<file path="src/rtl/lcg_ctrl_pkg.sv">
// Shared definitions for the LCG sequencer: FSM encodings, default generator constants
// and a reference step function.
package lcg_ctrl_pkg;

  localparam int unsigned LCG_WIDTH = 4;

  localparam logic [LCG_WIDTH-1:0] LCG_A         = 4'd5;
  localparam logic [LCG_WIDTH-1:0] LCG_C         = 4'd3;
  localparam logic [LCG_WIDTH-1:0] LCG_SEED_INIT = 4'd7;

  localparam logic [1:0] StStart = 2'd0;
  localparam logic [1:0] StBusy  = 2'd1;
  localparam logic [1:0] StDrain = 2'd2;
  localparam logic [1:0] StValid = 2'd3;

  // One generator step with the default constants, x_next = (A*x + C) mod 2^WIDTH.
  function automatic logic [LCG_WIDTH-1:0] lcg_next(input logic [LCG_WIDTH-1:0] x);
    logic [2*LCG_WIDTH-1:0] prod;
    prod = (2*LCG_WIDTH)'(LCG_A) * (2*LCG_WIDTH)'(x);
    return prod[LCG_WIDTH-1:0] + LCG_C;
  endfunction

endpackage

</file>
<file path="src/rtl/lcg_ctrl_if.sv">
// Seed, consumer and multiplier handshake signals of the LCG sequencer.
// The master side is the sequencer; the slave side is its environment.
interface lcg_ctrl_if #(
  parameter int unsigned WIDTH = 4
);

  logic                 seed_load;
  logic [WIDTH-1:0]     seed_data;
  logic                 rnd_valid;
  logic                 rnd_ready;
  logic [WIDTH-1:0]     rnd_data;
  logic [WIDTH-1:0]     mult_multiplicand;
  logic [WIDTH-1:0]     mult_multiplier;
  logic                 mult_enable;
  logic                 mult_done;
  logic [2*WIDTH-1:0]   mult_result;

  modport master (
    input  seed_load, seed_data, rnd_ready, mult_done, mult_result,
    output rnd_valid, rnd_data, mult_multiplicand, mult_multiplier, mult_enable
  );

  modport slave (
    output seed_load, seed_data, rnd_ready, mult_done, mult_result,
    input  rnd_valid, rnd_data, mult_multiplicand, mult_multiplier, mult_enable
  );

endinterface

</file>
<file path="src/rtl/lcg_ctrl.sv">
// LCG sequencer: drives an external shared multiplier with A and x, adds C to the low
// product bits and offers each new x to the consumer over valid/ready.
module lcg_ctrl
  import lcg_ctrl_pkg::*;
#(
  parameter int unsigned      WIDTH     = LCG_WIDTH,
  parameter logic [WIDTH-1:0] A         = LCG_A,
  parameter logic [WIDTH-1:0] C         = LCG_C,
  parameter logic [WIDTH-1:0] SEED_INIT = LCG_SEED_INIT
) (
  input  logic       clk,
  input  logic       rst,
  lcg_ctrl_if.master bus
);

  logic [1:0]       state_q, state_d;
  logic [WIDTH-1:0] x_q, x_d;
  logic             enable_q, enable_d;
  logic             redo_q, redo_d;

  // Product carries above WIDTH never affect the result.
  logic unused_mult_upper;
  assign unused_mult_upper = ^bus.mult_result[2*WIDTH-1:WIDTH];

  always_comb begin
    state_d  = state_q;
    x_d      = x_q;
    enable_d = enable_q;
    redo_d   = redo_q;
    unique case (state_q)
      StStart: begin
        if (bus.seed_load) begin
          x_d = bus.seed_data;
        end else begin
          enable_d = 1'b1;
          state_d  = StBusy;
        end
      end
      StBusy: begin
        if (bus.seed_load) begin
          // Abort: any result arriving this cycle belongs to the old seed.
          x_d      = bus.seed_data;
          enable_d = 1'b0;
          redo_d   = 1'b1;
          state_d  = StDrain;
        end else if (bus.mult_done) begin
          x_d      = bus.mult_result[WIDTH-1:0] + C;
          enable_d = 1'b0;
          state_d  = StDrain;
        end
      end
      StDrain: begin
        if (bus.seed_load) begin
          x_d    = bus.seed_data;
          redo_d = 1'b1;
        end else if (!bus.mult_done) begin
          // Enable may only rise again once the multiplier has dropped done.
          state_d = redo_q ? StStart : StValid;
          redo_d  = 1'b0;
        end
      end
      StValid: begin
        if (bus.seed_load) begin
          x_d     = bus.seed_data;
          state_d = StStart;
        end else if (bus.rnd_ready) begin
          state_d = StStart;
        end
      end
      default: state_d = StStart;
    endcase
  end

  always_ff @(posedge clk or posedge rst) begin
    if (rst) begin
      state_q  <= StStart;
      x_q      <= SEED_INIT;
      enable_q <= 1'b0;
      redo_q   <= 1'b0;
    end else begin
      state_q  <= state_d;
      x_q      <= x_d;
      enable_q <= enable_d;
      redo_q   <= redo_d;
    end
  end

  assign bus.rnd_valid         = (state_q == StValid);
  assign bus.rnd_data          = x_q;
  assign bus.mult_multiplicand = A;
  assign bus.mult_multiplier   = x_q;
  assign bus.mult_enable       = enable_q;

endmodule
</file>
<file path="src/flat_wrapper.sv">
// flat-port wrapper written by rule: the top's interface ports become plain ports
module lcg_ctrl_flat import lcg_ctrl_pkg::*;
#(
  parameter int unsigned      WIDTH     = LCG_WIDTH,
  parameter logic [WIDTH-1:0] A         = LCG_A,
  parameter logic [WIDTH-1:0] C         = LCG_C,
  parameter logic [WIDTH-1:0] SEED_INIT = LCG_SEED_INIT
)
  (clk, rst, bus_seed_load, bus_seed_data, bus_rnd_ready, bus_mult_done, bus_mult_result, bus_rnd_valid, bus_rnd_data, bus_mult_multiplicand, bus_mult_multiplier, bus_mult_enable);
  lcg_ctrl_if #(.WIDTH(WIDTH)) bus_i ();
  input  logic clk;
  input  logic rst;
  input wire logic [$bits(bus_i.seed_load)-1:0] bus_seed_load;
  input wire logic [$bits(bus_i.seed_data)-1:0] bus_seed_data;
  input wire logic [$bits(bus_i.rnd_ready)-1:0] bus_rnd_ready;
  input wire logic [$bits(bus_i.mult_done)-1:0] bus_mult_done;
  input wire logic [$bits(bus_i.mult_result)-1:0] bus_mult_result;
  output wire logic [$bits(bus_i.rnd_valid)-1:0] bus_rnd_valid;
  output wire logic [$bits(bus_i.rnd_data)-1:0] bus_rnd_data;
  output wire logic [$bits(bus_i.mult_multiplicand)-1:0] bus_mult_multiplicand;
  output wire logic [$bits(bus_i.mult_multiplier)-1:0] bus_mult_multiplier;
  output wire logic [$bits(bus_i.mult_enable)-1:0] bus_mult_enable;
  assign bus_i.seed_load = bus_seed_load;
  assign bus_i.seed_data = bus_seed_data;
  assign bus_i.rnd_ready = bus_rnd_ready;
  assign bus_i.mult_done = bus_mult_done;
  assign bus_i.mult_result = bus_mult_result;
  assign bus_rnd_valid = bus_i.rnd_valid;
  assign bus_rnd_data = bus_i.rnd_data;
  assign bus_mult_multiplicand = bus_i.mult_multiplicand;
  assign bus_mult_multiplier = bus_i.mult_multiplier;
  assign bus_mult_enable = bus_i.mult_enable;
  lcg_ctrl #(.WIDTH(WIDTH), .A(A), .C(C), .SEED_INIT(SEED_INIT)) u_core (.clk(clk), .rst(rst), .bus(bus_i));
endmodule
</file>
<file path="config.mk">
export PLATFORM = sky130hd
export DESIGN_NAME = lcg_ctrl_flat
export DESIGN_NICKNAME = d
export VERILOG_FILES = /design/src/rtl/lcg_ctrl_pkg.sv /design/src/rtl/lcg_ctrl_if.sv /design/src/rtl/lcg_ctrl.sv /design/src/flat_wrapper.sv
export SDC_FILE = /design/constraint.sdc
export NUM_CORES = 1
export LEC_CHECK = 0
export CAP_MARGIN = 5
export CORE_MARGIN = 2
export CORE_UTILIZATION = 32
export DETAILED_ROUTE_END_ITERATION = 7
export GPL_ROUTABILITY_DRIVEN = 0
export PLACE_DENSITY_LB_ADDON = 0.05
export SETUP_SLACK_MARGIN = 0.15
export SLEW_MARGIN = 40
export SYNTH_ARGS = -nofsm -noshare
export SYNTH_HDL_FRONTEND = slang
export SYNTH_SLANG_ARGS = --single-unit
export TNS_END_PERCENT = 100
</file>
<file path="constraint.sdc">
create_clock -name clk -period 1 [get_ports clk]
set_input_delay 0.2 -clock clk [delete_from_list [all_inputs] [get_ports clk]]
set_output_delay 0.2 -clock clk [all_outputs]
set_load 0.1 [all_outputs]
</file>
## After elaboration in Yosys (flattened, before gate mapping)

Index checks and enable logic that the tools add are counted.

- Bits of input ports: 17
- Word-level logic and storage cells: 45
- Output and inout bits: 14
- Register bits after elaboration: 8

- Reduce and logical (&&, ||, !) cells: 8
- Eq/ne operators: 11
- Add/subtract/negate cells: 1
- Multiplexer cells: 21

Operator list:

| cell | number |
|---|---|
| two-way mux 2 bit | 8 |
| two-way mux 4 bit | 3 |
| inequality test 3 bit (second input constant) | 3 |
| inequality test 2 bit (second input constant) | 4 |
| one-hot mux 2 bit (4 select lines) | 1 |
| one-hot mux 4 bit (2 select lines) | 1 |
| two-way mux 1 bit | 6 |
| AND reduction 3 bit | 2 |
| AND reduction 5 bit | 1 |
| adder 4 x 2 -> 4 bit (second input constant) | 1 |
| == test 2 bit (second input constant) | 2 |
| one-hot mux 1 bit (2 select lines) | 2 |
| nonzero test 2 bit | 2 |
| OR reduction 3 bit | 1 |
| == test 2 x 1 -> 1 bit (second input constant) | 1 |
| zero test 2 bit | 1 |
| inequality test 2 x 1 -> 1 bit (second input constant) | 1 |
| AND reduction 2 bit | 1 |

## Depth between registers and ports, before layout

Gate-level depths: netlist of run 1.

- Word-level depth: 4
- Gate-level depth with buffers: 6
- Mapped depth without buffers: 6

## Worst setup path before layout of run 1

No wires, ideal clock.

- Path type: reg-to-output
- Start: register u_core.x_q[3], in the netlist u_core.bus.mult_multiplier[3]
- End: output bus_rnd_data[3]
- Stages on the path, launching flop included: 2
- Data required time: 0.800 ns
- Arrival: 1.340 ns
- Setup slack: -0.540 ns
- Cells stage by stage: dfrtp_1 > buf_4

RTL lines:

| what | RTL line | RTL |
|---|---|---|
| start: declaration | lcg_ctrl.sv:17 | `logic [WIDTH-1:0] x_q, x_d;` |
| start signal: assignment | lcg_ctrl.sv:77 | `x_q <= SEED_INIT;` |
| start signal: assignment | lcg_ctrl.sv:82 | `x_q <= x_d;` |
| end: declaration | flat_wrapper.sv:19 | `output wire logic [$bits(bus_i.rnd_data)-1:0] bus_rnd_data;` |

No word-level cell between the ends.

## Final worst setup path of run 1

- Start: register u_core.x_q[1], in the netlist u_core.bus.mult_multiplier[1]
- End: output bus_mult_multiplier[1]

RTL lines:

| what | RTL line | RTL |
|---|---|---|
| end: declaration | flat_wrapper.sv:21 | `output wire logic [$bits(bus_i.mult_multiplier)-1:0] bus_mult_multiplier;` |

No word-level cell between the ends.

==> qor.csv, run 1 <==
metric,value,unit
DRT Pass-1 Iters,6,
critical path launch point type,flip-flop,
worst hold path class,in -> async,
Layout Nets,117,
row cnt,14,
max-cap violation count,0,
post-layout min period,1.30,ns
Sequential Power Share,0.216,
H-Tree Depth,1,
DRC viols,0,
synthesis-to-finish area growth,101,%
core area,1520,µm²
CTS sink cnt,8,
setup ws final,-0.296,ns
Reg2Reg Depth,5,
critical path launch point,u_core.bus.mult_multiplier[1],
Crit path largest cell delay,0.65,ns
"top cells by count, synth","nor2_1 (11), buf_4 (9), a21oi_1 (6), o21ai_0 (6)",
Critical path buffers and inverters,1,
CP Depth,1,
first-pass GRT wire length,2.20,mm
clock buffer depth,2,
placed insts,104,
CP endpoint,bus_mult_multiplier[1],
failing checks,negative setup slack,
sw frac,0.478,
Root Buffer,clkbuf_4,
Yosys top cell by area,dfrtp_1,
final setup violation count,15,
initial drt markers,9,
Yosys reg bits,8,
max-slew violations,0,
IO Count,31,
die area,2000,µm²
ys async rst share,1.00,
synth top area cells,"dfrtp_1 (24%), dfstp_2 (15%), buf_4 (13%)",
Post-synth EDFFs,0,
Max Clock Skew,0.00489,ns
top_reg_cell synth,dfrtp_1,
CP arrival,1.10,ns
antenna violations before repair,0,
Mapped Area,529,µm²
final cell count without fillers,114,
P_leak,0.493,nW
PortBufs,22,
global-route usage over all layers,0.161,
Routed Antenna Nets,0,
Worst R2R End,u_core.redo_q,
WL/cell,12.0,µm
"delay-heaviest family, CP",flip-flops,
share of cells above drive strength 1,0.520,
CTS tree,done,
Final Cycle Share,1.30,
critical path's slowest cell,dfstp_4,
Die Ht,44.7,µm
pwr dens,2680,nW/µm²
cts bufs inserted,3,
Area after DPL,918,µm²
clk_lat worst skew,0.26,ns
R2R setup slack,-0.10,ns
post-synth top area share,0.236,
Min Hold Slack,0.185,ns
vias post-DR,524,
critical-path maximum fanout,3,
RSZ-0062 raised after global routing,true,
post-route cell area,1060,µm²
Die Wd,44.7,µm
Comb pwr share,0.683,
P_int,1.48,mW
syn_area_per_cell,8.27,µm²
sequence of cells on the critical path,buf_12,
outcome,finished with violations,
VDD IR max,1990,µV
path type of the worst setup path,reg -> out,
clock group share of total power,0.101,
grt total ovfl,0,
Synth Warn #,0,
hold buffer count at CTS,0,
WL final,1.36,mm
Initial Utilization,0.347,
n_diodes,0,
cell count after synthesis,64,
library cells used by synthesis,20,
RR Startpoint,u_core.state_q[0],
Sw Pwr,1.36,mW
"Clk pin slew, worst setup/hold paths",0.06,ns
worst endpoint required time,0.80,ns
vias in the first global route,506,
register area share after synthesis,0.385,
Fin. Hold Viols,0,
Max Fclk,771,MHz
Critical Path End Type,output pin,
largest net degree at the start of global routing,9,
DP Wirelength,967,µm
most frequent cell after synthesis,nor2_1,
Via density,4.60,
## repair_timing
item | CTS | global route
pin swaps | 8 | 8
setup buffers | 4 | 2
resized for setup | 14 | 11
setup endpoints to repair | 18 | 18
endpoints found under the hold margin | 0 | 0
## sequential cells by signal (all words and copies together) (netlist names)
name	count
u_core.state_q	2
u_core.redo_q	1
u_core.bus.mult_enable	1
u_core.bus.mult_multiplier	4
## stage by stage
step	TNS, ns	power [mW]	utilization	setup WS [ns]
4_1_cts	-2.88	2.71	0.663	-0.304
3_3_place_gp	-2.65	2.19	0.603	-0.376
5_1_grt	-3.40	2.97	0.697	-0.327
6_report	-2.78	2.84	0.697	-0.296
2_1_floorplan	-1.12	1.70	-	-0.198
3_5_place_dp	-2.77	2.20	0.603	-0.424
## routing by layer
| metal | global-route usage | up-vias | part of all wire |
|---|---|---|---|
| li1 | - | 262 | - |
| met1 | 0.183 | 238 | 0.43 |
| met2 | 0.243 | 22 | 0.49 |
| met3 | 0.0531 | 2 | 0.064 |
| met4 | 0.127 | 0 | 0.015 |
| met5 | 0 | - | 0 |
## cell usage in the layout, fill, tap and decap left out, types with 2 or more instances in the layout
cell / instances
conb_1: 4
dfrtp_4: 2
clkbuf_4: 3
nor2_1: 6
dfstp_4: 3
buf_12: 10
nor2_2: 3
nor2_4: 2
inv_1: 3
a21oi_1: 5
dfrtp_2: 2
o21ai_2: 2
nand2_1: 4
o21ai_1: 4
mux2i_1: 2
buf_6: 8
dlygate4sd2_1: 3
buf_4: 8
clkdlybuf4s50_1: 8
## worst min-delay path by stage
stage,to,cells after the start,slack [ns]
after global placement,u_core.bus.mult_enable,2,0.48
after global routing,u_core.bus.mult_enable,2,0.22
after floorplan,u_core.redo_q,1,0.01
after CTS,u_core.bus.mult_enable,2,0.20
final,u_core.bus.mult_enable,2,0.19
after detailed placement,u_core.bus.mult_enable,2,0.48
## cell type report
class	count	area [µm²]
fillers	110	462
clock buffers	4	26.3
repair buffers	38	469
well taps	16	20.0
flip-flops and latches	8	225
multi-input cells	43	297
inverters	5	25.0
## power groups by stage
stage | combinational [mW] | clock (mW) | sequential [mW]
4_1_cts | 1.78 | 0.296 | 0.631
2_1_floorplan | 0.794 | 0 | 0.908
3_3_place_gp | 1.54 | 0 | 0.647
6_report | 1.94 | 0.286 | 0.614
5_1_grt | 2.04 | 0.315 | 0.624
3_5_place_dp | 1.55 | 0 | 0.649
## logic make-up after synthesis
family          Yosys count  share of synthesized area
simple gates             18                      0.163
compound gates           16                      0.170
buf+inv                  15                      0.173
flops                     8                      0.385
other cells               2                     0.0142
xor+xnor                  2                     0.0331
mux                       2                     0.0378
fa+ha+maj                 1                     0.0236
(Power assumes the default switching activity.)
==> run 2, diff against run 1 <==
--- a/config.mk
+++ b/config.mk
@@ -10,6 +10,7 @@
 export CORE_UTILIZATION = 32
 export DETAILED_ROUTE_END_ITERATION = 7
 export GPL_ROUTABILITY_DRIVEN = 0
+export HOLD_SLACK_MARGIN = 0.06
 export PLACE_DENSITY_LB_ADDON = 0.05
 export SETUP_SLACK_MARGIN = 0.15
 export SLEW_MARGIN = 40
==> results of run 2 <==
Final layout, timing and power as in run 1 (identical DEF).
==> run 3, diff against run 2 <==
==> constraint.sdc (replaced) <==
create_clock -name clk -period 1 [get_ports clk]
set_input_delay 0.1 -clock clk [delete_from_list [all_inputs] [get_ports clk]]
set_output_delay 0.1 -clock clk [all_outputs]
set_load 0.1 [all_outputs]
==> run 3 against run 2 <==
Core utilization shrank 3.3 points; critical path type unchanged; global-route usage shrank 1.3 points; wire length down 0.59%; register-to-register slack about the same; final cell count down 1.8%; final area is 4.7% lower; the run still ends with negative setup slack left; largest power group unchanged; fmax rose by 8.3%.
==> qor.csv, run 3 (synthesis results as in run 1) <==
metric,value,unit
max-slew violations,0,
Critical path buffers and inverters,1,
share of cells above drive strength 1,0.490,
"Core Util, Final",0.664,
cts bufs inserted,3,
Max Clock Skew,0.00403,ns
Sequential Power Share,0.225,
clock buffer depth,2,
P_int,1.40,mW
"Clk pin slew, worst setup/hold paths",0.06,ns
worst hold path class,in -> async,
CTS tree,done,
post-route cell area,1010,µm²
path type of the worst setup path,reg -> out,
vias in the first global route,496,
WL final,1.36,mm
clk_lat worst skew,0.26,ns
"Power, Total",2.71,mW
critical path launch point type,flip-flop,
row cnt,14,
Max Fclk,835,MHz
Die Ht,44.7,µm
DRC viols,0,
hold buffer count at CTS,0,
setup ws final,-0.197,ns
DRT Pass-1 Iters,3,
post-layout min period,1.20,ns
"commonest cells after routing, fill and taps aside","buf_12 (10), buf_4 (10), clkdlybuf4s50_1 (9)",
Crit path largest cell delay,0.65,ns
first-pass GRT wire length,2.04,mm
Die Wd,44.7,µm
Fin. Hold Viols,0,
global-route usage over all layers,0.147,
Routed Antenna Nets,0,
synthesis-to-finish area growth,91.3,%
Root Buffer,clkbuf_4,
Area after DPL,911,µm²
pwr dens,2680,nW/µm²
number of flip-flops under the largest register name,4,
n_diodes,0,
Initial Utilization,0.347,
PortBufs,22,
worst endpoint required time,0.90,ns
clock group share of total power,0.107,
outcome,finished with violations,
sequence of cells on the critical path,buf_12,
Layout Nets,115,
final setup violation count,15,
CTS sink cnt,8,
CP arrival,1.10,ns
IO Count,31,
RSZ-0062 raised after global routing,true,
fill cell count,120,
Sw Pwr,1.32,mW
P_leak,0.467,nW
Via density,4.80,
WL/cell,12.1,µm
grt total ovfl,0,
sw frac,0.485,
initial drt markers,4,
antenna violations before repair,0,
core area,1520,µm²
critical path's slowest cell,dfstp_4,
largest net degree at the start of global routing,9,
"delay-heaviest family, CP",flip-flops,
max-cap violation count,0,
DP Wirelength,940,µm
die area,2000,µm²
Comb pwr share,0.668,
Final Cycle Share,1.20,
failing checks,negative setup slack,
VDD IR max,1880,µV
H-Tree Depth,1,
vias post-DR,538,
critical-path maximum fanout,3,
Critical Path End Type,output pin,
## run 3: changes by cell type in the layout (fill, tap and decap cells not counted), sizes merged
| cell | change |
|---|---|
| dlymetal6s2s | -1 |
| buf | -2 |
| clkdlybuf4s50 | +1 |
## run 3: final cells by class
cell class                      count  area (µm²)  area share
Tap cell                           16        20.0      0.0198
Multi-Input combinational cell     43         283       0.279
Clock buffer                        4        26.3      0.0260
Inverter                            5        22.5      0.0222
Timing Repair Buffer               36         437       0.431
Sequential cell                     8         224       0.221
## run 3: repair_timing
item | in CTS | in global routing
buffers inserted | 3 | 2
endpoints found under the setup margin | 18 | 18
resized for setup | 8 | 7
endpoints found under the hold margin | 0 | 0
pin swaps | 8 | 3
## run 3: power groups by stage
stage	clock [mW]	sequential (mW)	combinational, mW
CTS	0.291	0.598	1.70
finish	0.289	0.611	1.81
global route	0.296	0.623	1.90
global placement	0	0.623	1.55
detailed placement	0	0.621	1.55
floorplan	0	0.908	0.794
## run 3: stage by stage
stage	instances	hold slack [ns]	setup WS (ns)	TNS, ns
2_1_floorplan	66	-0.0865	-0.0975	-0.619
3_3_place_gp	103	0.380	-0.271	-1.73
3_5_place_dp	103	0.387	-0.306	-1.82
4_1_cts	110	0.101	-0.206	-1.69
5_1_grt	112	0.149	-0.213	-2.24
6_report	112	0.0810	-0.197	-1.71
## run 3: layer usage
layer,vias up,global-route usage,wire length (µm)
li1,262,-,-
met1,253,0.168,515
met2,19,0.235,704
met3,4,0.0367,105
met4,0,0.109,31
met5,-,0,0
## run 3: path summary, 6_finish.rpt
check	start	to	slack (ns)	cells after the start
setup reg to reg	u_core.state_q[0]	u_core.redo_q	-0.09	5
max in group asynchronous	rst	u_core.bus.mult_multiplier[1]	0.63	2
setup / recovery	u_core.bus.mult_multiplier[2]	bus_mult_multiplier[2]	-0.20	1
min in group clk	bus_mult_result[0]	u_core.bus.mult_multiplier[0]	0.32	4
hold reg to reg	u_core.redo_q	u_core.state_q[1]	0.61	1
hold / removal	rst	u_core.bus.mult_enable	0.08	2
